`config.mk`:
```
export PLATFORM = sky130hd
export DESIGN_NAME = axis_switch_single_master
export DESIGN_NICKNAME = d
export VERILOG_FILES = /design/src/rtl/axis_switch_pkg.sv /design/src/rtl/axis_rr_arbiter.sv /design/src/rtl/axis_switch_single_master.sv
export SDC_FILE = /design/constraint.sdc
export NUM_CORES = 1
export LEC_CHECK = 0
export ABC_AREA = 1
export CAP_MARGIN = 20
export CORE_MARGIN = 4
export CORE_UTILIZATION = 19
export CTS_CLUSTER_DIAMETER = 80
export DETAILED_ROUTE_END_ITERATION = 10
export PLACE_DENSITY_LB_ADDON = 0.12
export SLEW_MARGIN = 20
export SYNTH_ARGS = -nofsm -noshare
export SYNTH_HDL_FRONTEND = slang
export SYNTH_HIERARCHICAL = 1
export SYNTH_SLANG_ARGS = --single-unit
```
`constraint.sdc`:
```
create_clock -name aclk -period 1.3 [get_ports aclk]
set_input_delay 0.325 -clock aclk [delete_from_list [all_inputs] [get_ports aclk]]
set_output_delay 0.325 -clock aclk [all_outputs]
set_load 0.03 [all_outputs]
```
`src/rtl/axis_switch_pkg.sv`:
```
// Shared definitions for the AXI-Stream switch family (1-to-N and N-to-1).
// Holds the arbitration FSM state encoding and the select-width helper.
package axis_switch_pkg;

    typedef enum logic [0:0] {
        IDLE        = 1'b0,
        TRANSACTION = 1'b1
    } axis_sw_state_e;

    // Width of a slave index; never less than one bit so single-slave builds still elaborate.
    function automatic int sel_bits(input int n);
        int b;
        b = $clog2(n);
        if (b < 1) begin
            return 1;
        end else begin
            return b;
        end
    endfunction

endpackage

```
`src/rtl/axis_rr_arbiter.sv`:
```
// Combinational round-robin arbiter: finds the first requester at or above
// ptr, wrapping from N-1 back to 0. Reused by the stream muxes.
module axis_rr_arbiter
    import axis_switch_pkg::*;
#(
    parameter int N  = 2,
    parameter int PW = sel_bits(N)
) (
    input  logic [N-1:0]  req,
    input  logic [PW-1:0] ptr,
    output logic          grant_valid,
    output logic [PW-1:0] grant_idx
);

    // Walk offsets from the far end down to 0 so the closest requester to ptr is written last and wins.
    always_comb begin
        int            cand_s;
        logic [PW-1:0] cand_idx_s;
        cand_s      = 0;
        cand_idx_s  = {PW{1'b0}};
        grant_valid = 1'b0;
        grant_idx   = {PW{1'b0}};
        for (int off = N - 1; off >= 0; off--) begin
            cand_s      = (int'(ptr) + off) % N;
            cand_idx_s  = PW'(cand_s);
            grant_valid = grant_valid | req[cand_idx_s];
            grant_idx   = req[cand_idx_s] ? cand_idx_s : grant_idx;
        end
    end

endmodule

```
`src/rtl/axis_switch_single_master.sv`:
```
// N-slave to 1-master AXI-Stream switch with round-robin arbitration.
// A grant is held for one beat (HAS_LAST=0) or until the tlast beat (HAS_LAST=1).
// Every grant spends one IDLE bubble cycle before the first beat is forwarded.
// Optional macro AXIS_SWITCH_SINGLE_MASTER_OUTREG_EN adds a 2-entry skid slice
// on the master side so all m_* outputs come straight from flops.
module axis_switch_single_master
    import axis_switch_pkg::*;
#(
    parameter int NSLAVES    = 2,
    parameter int DATA_WIDTH = 64,
    parameter int HAS_DEST   = 0,
    parameter int HAS_ID     = 0,
    parameter int HAS_LAST   = 0,
    parameter int ID_WIDTH   = 1,
    parameter int DEST_WIDTH = 1
) (
    input  logic                          aclk,
    input  logic                          aresetn,
    input  logic [NSLAVES-1:0]            s_valid,
    output logic [NSLAVES-1:0]            s_ready,
    input  logic [NSLAVES*DATA_WIDTH-1:0] s_data,
    input  logic [NSLAVES*DEST_WIDTH-1:0] s_dest,
    input  logic [NSLAVES*ID_WIDTH-1:0]   s_id,
    input  logic [NSLAVES-1:0]            s_last,
    output logic                          m_valid,
    input  logic                          m_ready,
    output logic [DATA_WIDTH-1:0]         m_data,
    output logic [DEST_WIDTH-1:0]         m_dest,
    output logic [ID_WIDTH-1:0]           m_id,
    output logic                          m_last
);

    localparam int SW = sel_bits(NSLAVES);

    typedef struct packed {
        logic [DATA_WIDTH-1:0] data;
        logic [DEST_WIDTH-1:0] dest;
        logic [ID_WIDTH-1:0]   id;
        logic                  last;
    } beat_t;

    generate
        if (NSLAVES == 1) begin : g_passthrough
            // A single source needs no arbitration: wire straight through.
            assign m_valid = s_valid[0];
            assign s_ready = m_ready;
            assign m_data  = s_data;
            assign m_dest  = (HAS_DEST != 0) ? s_dest : {DEST_WIDTH{1'b0}};
            assign m_id    = (HAS_ID != 0) ? s_id : {ID_WIDTH{1'b0}};
            assign m_last  = (HAS_LAST != 0) ? s_last[0] : 1'b0;
        end else begin : g_switch
            axis_sw_state_e     state_q, state_d;
            logic [SW-1:0]      sel_q, sel_d;
            logic [SW-1:0]      rr_q, rr_d;
            logic               grant_valid_s;
            logic [SW-1:0]      grant_idx_s;
            logic               slv_valid_s;
            logic               take_s;
            logic               push_s;
            logic               exit_s;
            logic [NSLAVES-1:0] s_ready_s;
            beat_t              slv_beat_s;

            axis_rr_arbiter #(
                .N  (NSLAVES),
                .PW (SW)
            ) u_arb (
                .req         (s_valid),
                .ptr         (rr_q),
                .grant_valid (grant_valid_s),
                .grant_idx   (grant_idx_s)
            );

            // Select the granted slave's payload, zeroing sideband fields that are disabled.
            always_comb begin
                slv_beat_s.data = s_data[int'(sel_q)*DATA_WIDTH +: DATA_WIDTH];
                slv_beat_s.dest = (HAS_DEST != 0) ? s_dest[int'(sel_q)*DEST_WIDTH +: DEST_WIDTH]
                                                  : {DEST_WIDTH{1'b0}};
                slv_beat_s.id   = (HAS_ID != 0) ? s_id[int'(sel_q)*ID_WIDTH +: ID_WIDTH]
                                                : {ID_WIDTH{1'b0}};
                slv_beat_s.last = (HAS_LAST != 0) ? s_last[sel_q] : 1'b0;
            end

            assign slv_valid_s = s_valid[sel_q];
            // Slave-side handshake of the granted stream; packet exit is judged here.
            assign push_s = (state_q == TRANSACTION) && slv_valid_s && take_s;
            assign exit_s = push_s && ((HAS_LAST == 0) || s_last[sel_q]);

            // Arbitration FSM: grant in IDLE, hold the grant until the exiting handshake.
            always_comb begin
                state_d = state_q;
                sel_d   = sel_q;
                rr_d    = rr_q;
                case (state_q)
                    IDLE: begin
                        if (grant_valid_s) begin
                            sel_d   = grant_idx_s;
                            state_d = TRANSACTION;
                        end else begin
                            state_d = IDLE;
                        end
                    end
                    TRANSACTION: begin
                        if (exit_s) begin
                            rr_d    = (sel_q == SW'(NSLAVES - 1)) ? {SW{1'b0}} : sel_q + SW'(1);
                            state_d = IDLE;
                        end else begin
                            state_d = TRANSACTION;
                        end
                    end
                    default: begin
                        state_d = IDLE;
                    end
                endcase
            end

            // Only the granted slave sees ready, and only while a transaction is open.
            always_comb begin
                s_ready_s = {NSLAVES{1'b0}};
                for (int i = 0; i < NSLAVES; i++) begin
                    s_ready_s[i] = (state_q == TRANSACTION) && (sel_q == SW'(i)) && take_s;
                end
            end
            assign s_ready = s_ready_s;

            // Arbitration state registers with synchronous active-low reset.
            always_ff @(posedge aclk) begin
                if (!aresetn) begin
                    state_q <= IDLE;
                    sel_q   <= {SW{1'b0}};
                    rr_q    <= {SW{1'b0}};
                end else begin
                    state_q <= state_d;
                    sel_q   <= sel_d;
                    rr_q    <= rr_d;
                end
            end

`ifdef AXIS_SWITCH_SINGLE_MASTER_OUTREG_EN
            // Two-entry skid slice; slot 0 is always the head presented on the master port.
            logic  v0_q, v0_d, v1_q, v1_d;
            beat_t b0_q, b0_d, b1_q, b1_d;
            logic  pop_s;

            // Accept from the slave whenever slot 1 is free; this keeps 1 beat/cycle.
            assign take_s = ~v1_q;
            assign pop_s  = v0_q & m_ready;

            // Shift the slice on a master pop, then drop the incoming beat into the lowest free slot.
            always_comb begin
                v0_d = v0_q;
                v1_d = v1_q;
                b0_d = b0_q;
                b1_d = b1_q;
                if (pop_s) begin
                    v0_d = v1_q;
                    b0_d = b1_q;
                    v1_d = 1'b0;
                end else begin
                    v1_d = v1_q;
                end
                if (push_s) begin
                    if (!v0_d) begin
                        v0_d = 1'b1;
                        b0_d = slv_beat_s;
                    end else begin
                        v1_d = 1'b1;
                        b1_d = slv_beat_s;
                    end
                end else begin
                    b1_d = b1_d;
                end
            end

            // Slice registers; reset empties the slice.
            always_ff @(posedge aclk) begin
                if (!aresetn) begin
                    v0_q <= 1'b0;
                    v1_q <= 1'b0;
                    b0_q <= '0;
                    b1_q <= '0;
                end else begin
                    v0_q <= v0_d;
                    v1_q <= v1_d;
                    b0_q <= b0_d;
                    b1_q <= b1_d;
                end
            end

            assign m_valid = v0_q;
            assign m_data  = b0_q.data;
            assign m_dest  = b0_q.dest;
            assign m_id    = b0_q.id;
            assign m_last  = b0_q.last;
`else
            // Combinational master path: m_ready reaches s_ready in the same cycle.
            assign take_s  = m_ready;
            assign m_valid = (state_q == TRANSACTION) && slv_valid_s;
            assign m_data  = slv_beat_s.data;
            assign m_dest  = slv_beat_s.dest;
            assign m_id    = slv_beat_s.id;
            assign m_last  = slv_beat_s.last;
`endif
        end
    endgenerate

endmodule

```
Word-level counts from Yosys, hierarchy flattened
Index checks and enable logic that the tools add are counted.
- input bits: 139
- register bits after elaboration: 3
- output and inout port bits: 70
- $lt $le $gt $ge: 3
- reduce and logical (&&, ||, !) cells: 8
- shift-type cells: 1
- bitwise gates (word level): 3
- $add $sub $neg: 2
- muxes and demuxes: 12
- operators with widths (cell ; number):
    $shiftx A128 B8 Y64 ; 1
    $mux W1 ; 11
    $logic_and A1 B1 Y1 ; 6
    $lt A1 B2 Y1 const B ; 3
    $reduce_and A2 Y1 ; 2
    $add A1 B1 Y1 const B ; 2
    $not A1 Y1 ; 2
    $pmux W1 S2 ; 1
    $or A1 B1 Y1 ; 1

Longest topological paths before layout
- depth in word-level cells: 6
- gate-level depth with buffers: 6
- gate-level depth less buffers: 6

Modules after synthesis
The synthesis kept the hierarchy.
- by module, submodules not included (module ; area each (µm²) ; cells each ; times used):
    axis_switch_single_master ; 1031.0 ; 235 ; 1
    axis_rr_arbiter ; 18.8 ; 4 ; 1

Least setup slack after synthesis
Ideal clock, no wire load.
- path type: register to output
- from: register g_switch.sel_q
- to: output port s_ready[1]
- path slack: -17 ps
- required time: 975 ps
- stages on the path, launching flop included: 4
- arrival time: 992 ps
- path through: dfxtp_1 inv_2 buf_2 nor2_1
- longest elaborated chain between the ends: 2
- ends and longest elaborated chain (item ; line ; source):
    from (decl) ; axis_switch_single_master.sv:53 ; logic [SW-1:0] sel_q, sel_d;
    from (signal assigned) ; axis_switch_single_master.sv:130 ; sel_q <= {SW{1'b0}};
    from (signal assigned) ; axis_switch_single_master.sv:134 ; sel_q <= sel_d;
    $logic_and A1 B1 Y1 (2 in a row) ; axis_switch_single_master.sv:121 ; s_ready_s[i] = (state_q == TRANSACTION) && (sel_q == SW'(i)) && take_s;
    to (decl) ; axis_switch_single_master.sv:20 ; output logic [NSLAVES-1:0] s_ready,
Every way passes these cells.

Final worst setup path
- from: register g_switch.sel_q
- to: output port m_valid
- longest elaborated chain between the ends: 3
- ends and longest elaborated chain (item ; line ; source):
    $mux W1 (implied by the code) (2 in a row) ; axis_switch_single_master.sv:84 ; assign slv_valid_s = s_valid[sel_q];
    $logic_and A1 B1 Y1 ; axis_switch_single_master.sv:198 ; assign m_valid = (state_q == TRANSACTION) && slv_valid_s;
    to (decl) ; axis_switch_single_master.sv:25 ; output logic m_valid,
Every way passes these cells. The select of a mux whose other input is x is not followed.

==> impl_metrics.ini <==
[run_status]
status = complete, but fails checks
failed_checks = setup timing

[logic_synthesis]
yosys_warnings = 6
synth_xor_area_share_pct = 0
synth_compound_area_share_pct = 2.38
synth_top_family_by_area = simple AND/OR/NAND/NOR gates
syn_area_mm2 = 0.00105
syn-instance-count = 239
synth_area_leaders = nand2_1, buf_6, dfxtp_1, buf_4, inv_1
synth_top_cell_by_area = nand2_1
yosys.area_share.simple_pct = 73.5
muxShareOfSynthArea_pct = 0
synth_cell_type_count = 13
synthAdderAreaFrac_pct = 0
synth_top_area_share_pct = 71.9
ys_ff_latch = 3
yosysSeqAreaShare_pct = 5.72
syn_area_per_cell_um2 = 4.39

[global_routing]
antenna_found_initial = 0
grt_start_max_net_pins = 30
grt_pass1_vias = 1833
grt_remaining_overflow = 0
grt_first_pass_wirelength_um = 8740
track_usage_pct = 16.4

[sta]
finalWorstSetupSlack_ps = -171
hold_slack_ps = 474
rsz0062_at_grt = true
finClkSkew_ps = 1.75
slew_violations = 0
finalCritPeriodShare_pct = 113
hold_violations = 0
setup_viol = 69
fmax_ghz = 0.680
fin_crit_ps = 1470

[clock_tree]
cts.clk_slew.worst_paths_ps = 30
numCtsBuffers = 3
clockBufferDepth = 2
cts_hold_buf = 0
h-tree-depth = 1
clk_latency_ps = 220
root_buffer = clkbuf_8
cts.sinks = 3
cts_tree = built

[cells_and_area]
fin_util_pct = 62.1
multi_input_area_um2 = 847
syn2layout_area_growth_pct = 210
regArea_um2 = 65.1
nFillCells = 471
drive_gt1_share_pct = 23.4
final_nets = 585
antenna_cells = 0
final_cell_area_mm2 = 0.00325

[critical_path]
cp_max_fo = 6
slowest_delay_ps = 370
worst_path_max_delay_cell = dfxtp_4
worstPathCellList = inv_8 > buf_6 > nand2_2 > nand2_2 > nand2_1 > inv_1 > buf_6
critPathArrivalTime_ps = 1150
cp_data_required_time_ps = 980
worstSetupPathType = register to output port
cp-end-kind = output port
critPathLaunchType = register

[power]
ir_drop_mv = 0.855
p_leak_nw = 1.70
cellPowerDensity_mw_per_mm2 = 692

[placement]
io_buffers = 199
dp_hpwl_um = 5180
gp_congestion = 0.756
dpl-instance-area_mm2 = 0.00293

[floorplanning]
die_h_um = 82.3
start_util_pct = 20.0
core-area_mm2 = 0.00524
die_w_um = 82.3
io_pins = 209
std_cell_rows = 26
die_area_mm2 = 0.00678

[drt]
drc_errors = 0
vias_per_cell = 4.09
drt_pass1_iterations = 4
vias = 2106
wire_per_inst_um = 12.7
wirelength_um = 6550
drt_iter0_drc = 92
ant_nets = 0

[flow_run]
cap_violations = 0

[worst_hold_path]
min_path_type = register to register
## layout by cell type (no fill, tap or decap), types with 3 or more instances in the layout
master	instances
nand2_1	191
dlygate4sd2_1	3
clkbuf_8	3
buf_4	42
inv_1	7
buf_12	3
clkdlybuf4s50_1	129
a21oi_1	3
buf_6	36
nand2_2	10
buf_8	3
conb_1	3
## timing repair
item | in CTS | in global routing
cloned | 1 | 0
gates resized for setup | 59 | 5
endpoints found under the setup margin | 67 | 69
pin swaps | 3 | 0
setup buffers | 6 | 1
## where the power goes
part           leakage (nW)  switching (mW)  internal (mW)
combinational          1.65           0.948          0.918
sequential           0.0256          0.0153          0.102
clock                0.0228          0.0603          0.209
## cells in the mapped netlist
library cell,instances
a21oi_1,4
buf_2,1
buf_4,5
buf_6,10
clkbuf_1,1
conb_1,1
dfxtp_1,3
inv_1,7
inv_2,1
nand2_1,201
nor2_1,3
o21ai_0,1
or2_1,1
## path summary, 6_finish.rpt
path / slack (ps) / cells past startpoint / to / startpoint
setup / recovery: -170 / 7 / m_valid / g_switch.sel_q
hold / removal: 470 / 2 / g_switch.rr_q / g_switch.rr_q
setup reg to reg: -90 / 9 / g_switch.rr_q / g_switch.sel_q
hold reg to reg: 470 / 2 / g_switch.rr_q / g_switch.rr_q
## flip-flops by register name, summed over array words and instances, names as in the netlist
register,flops
g_switch.rr_q,1
g_switch.sel_q,1
g_switch.state_q,1
## area by class of cell
cell class                 count  area share, %
clock buffer                   4           1.38
inverter                       8           1.15
multi-input combinational    213           26.0
sequential                     3           2.00
tap                           70           2.69
timing repair buffer         217           66.7
## metrics by stage
| stage | power, mW | cells | setup slack, ps | setup TNS (ps) |
|---|---|---|---|---|
| 2_1_floorplan | 0.988 | 241 | 36.0 | 0 |
| 3_3_place_gp | 1.80 | 503 | -227 | -5300 |
| 3_5_place_dp | 1.81 | 503 | -237 | -5830 |
| 4_1_cts | 2.26 | 514 | -179 | -9720 |
| 5_1_grt | 2.39 | 515 | -225 | -12960 |
| 6_report | 2.25 | 515 | -171 | -9070 |
## layer usage
layer	vias to the layer above	GRT usage, %	routed length, µm
li1	1107	-	-
met1	876	16.2	2110
met2	115	33.1	3530
met3	8	4.23	807
met4	0	4.15	93
met5	-	0	0
## critical path: cells and delay by family, from the launching register on
family / cells / cell delay, ps
buf+inv: 4 / 400
simple gates: 3 / 140
flops: 1 / 370
## kinds of logic after synthesis
logic type,count (synthesis)
AND/OR/NAND/NOR,205
buffers and inverters,25
AO/OA/AOI/OAI,5
flip-flops,3
other,1
(Power assumes the default switching activity.)
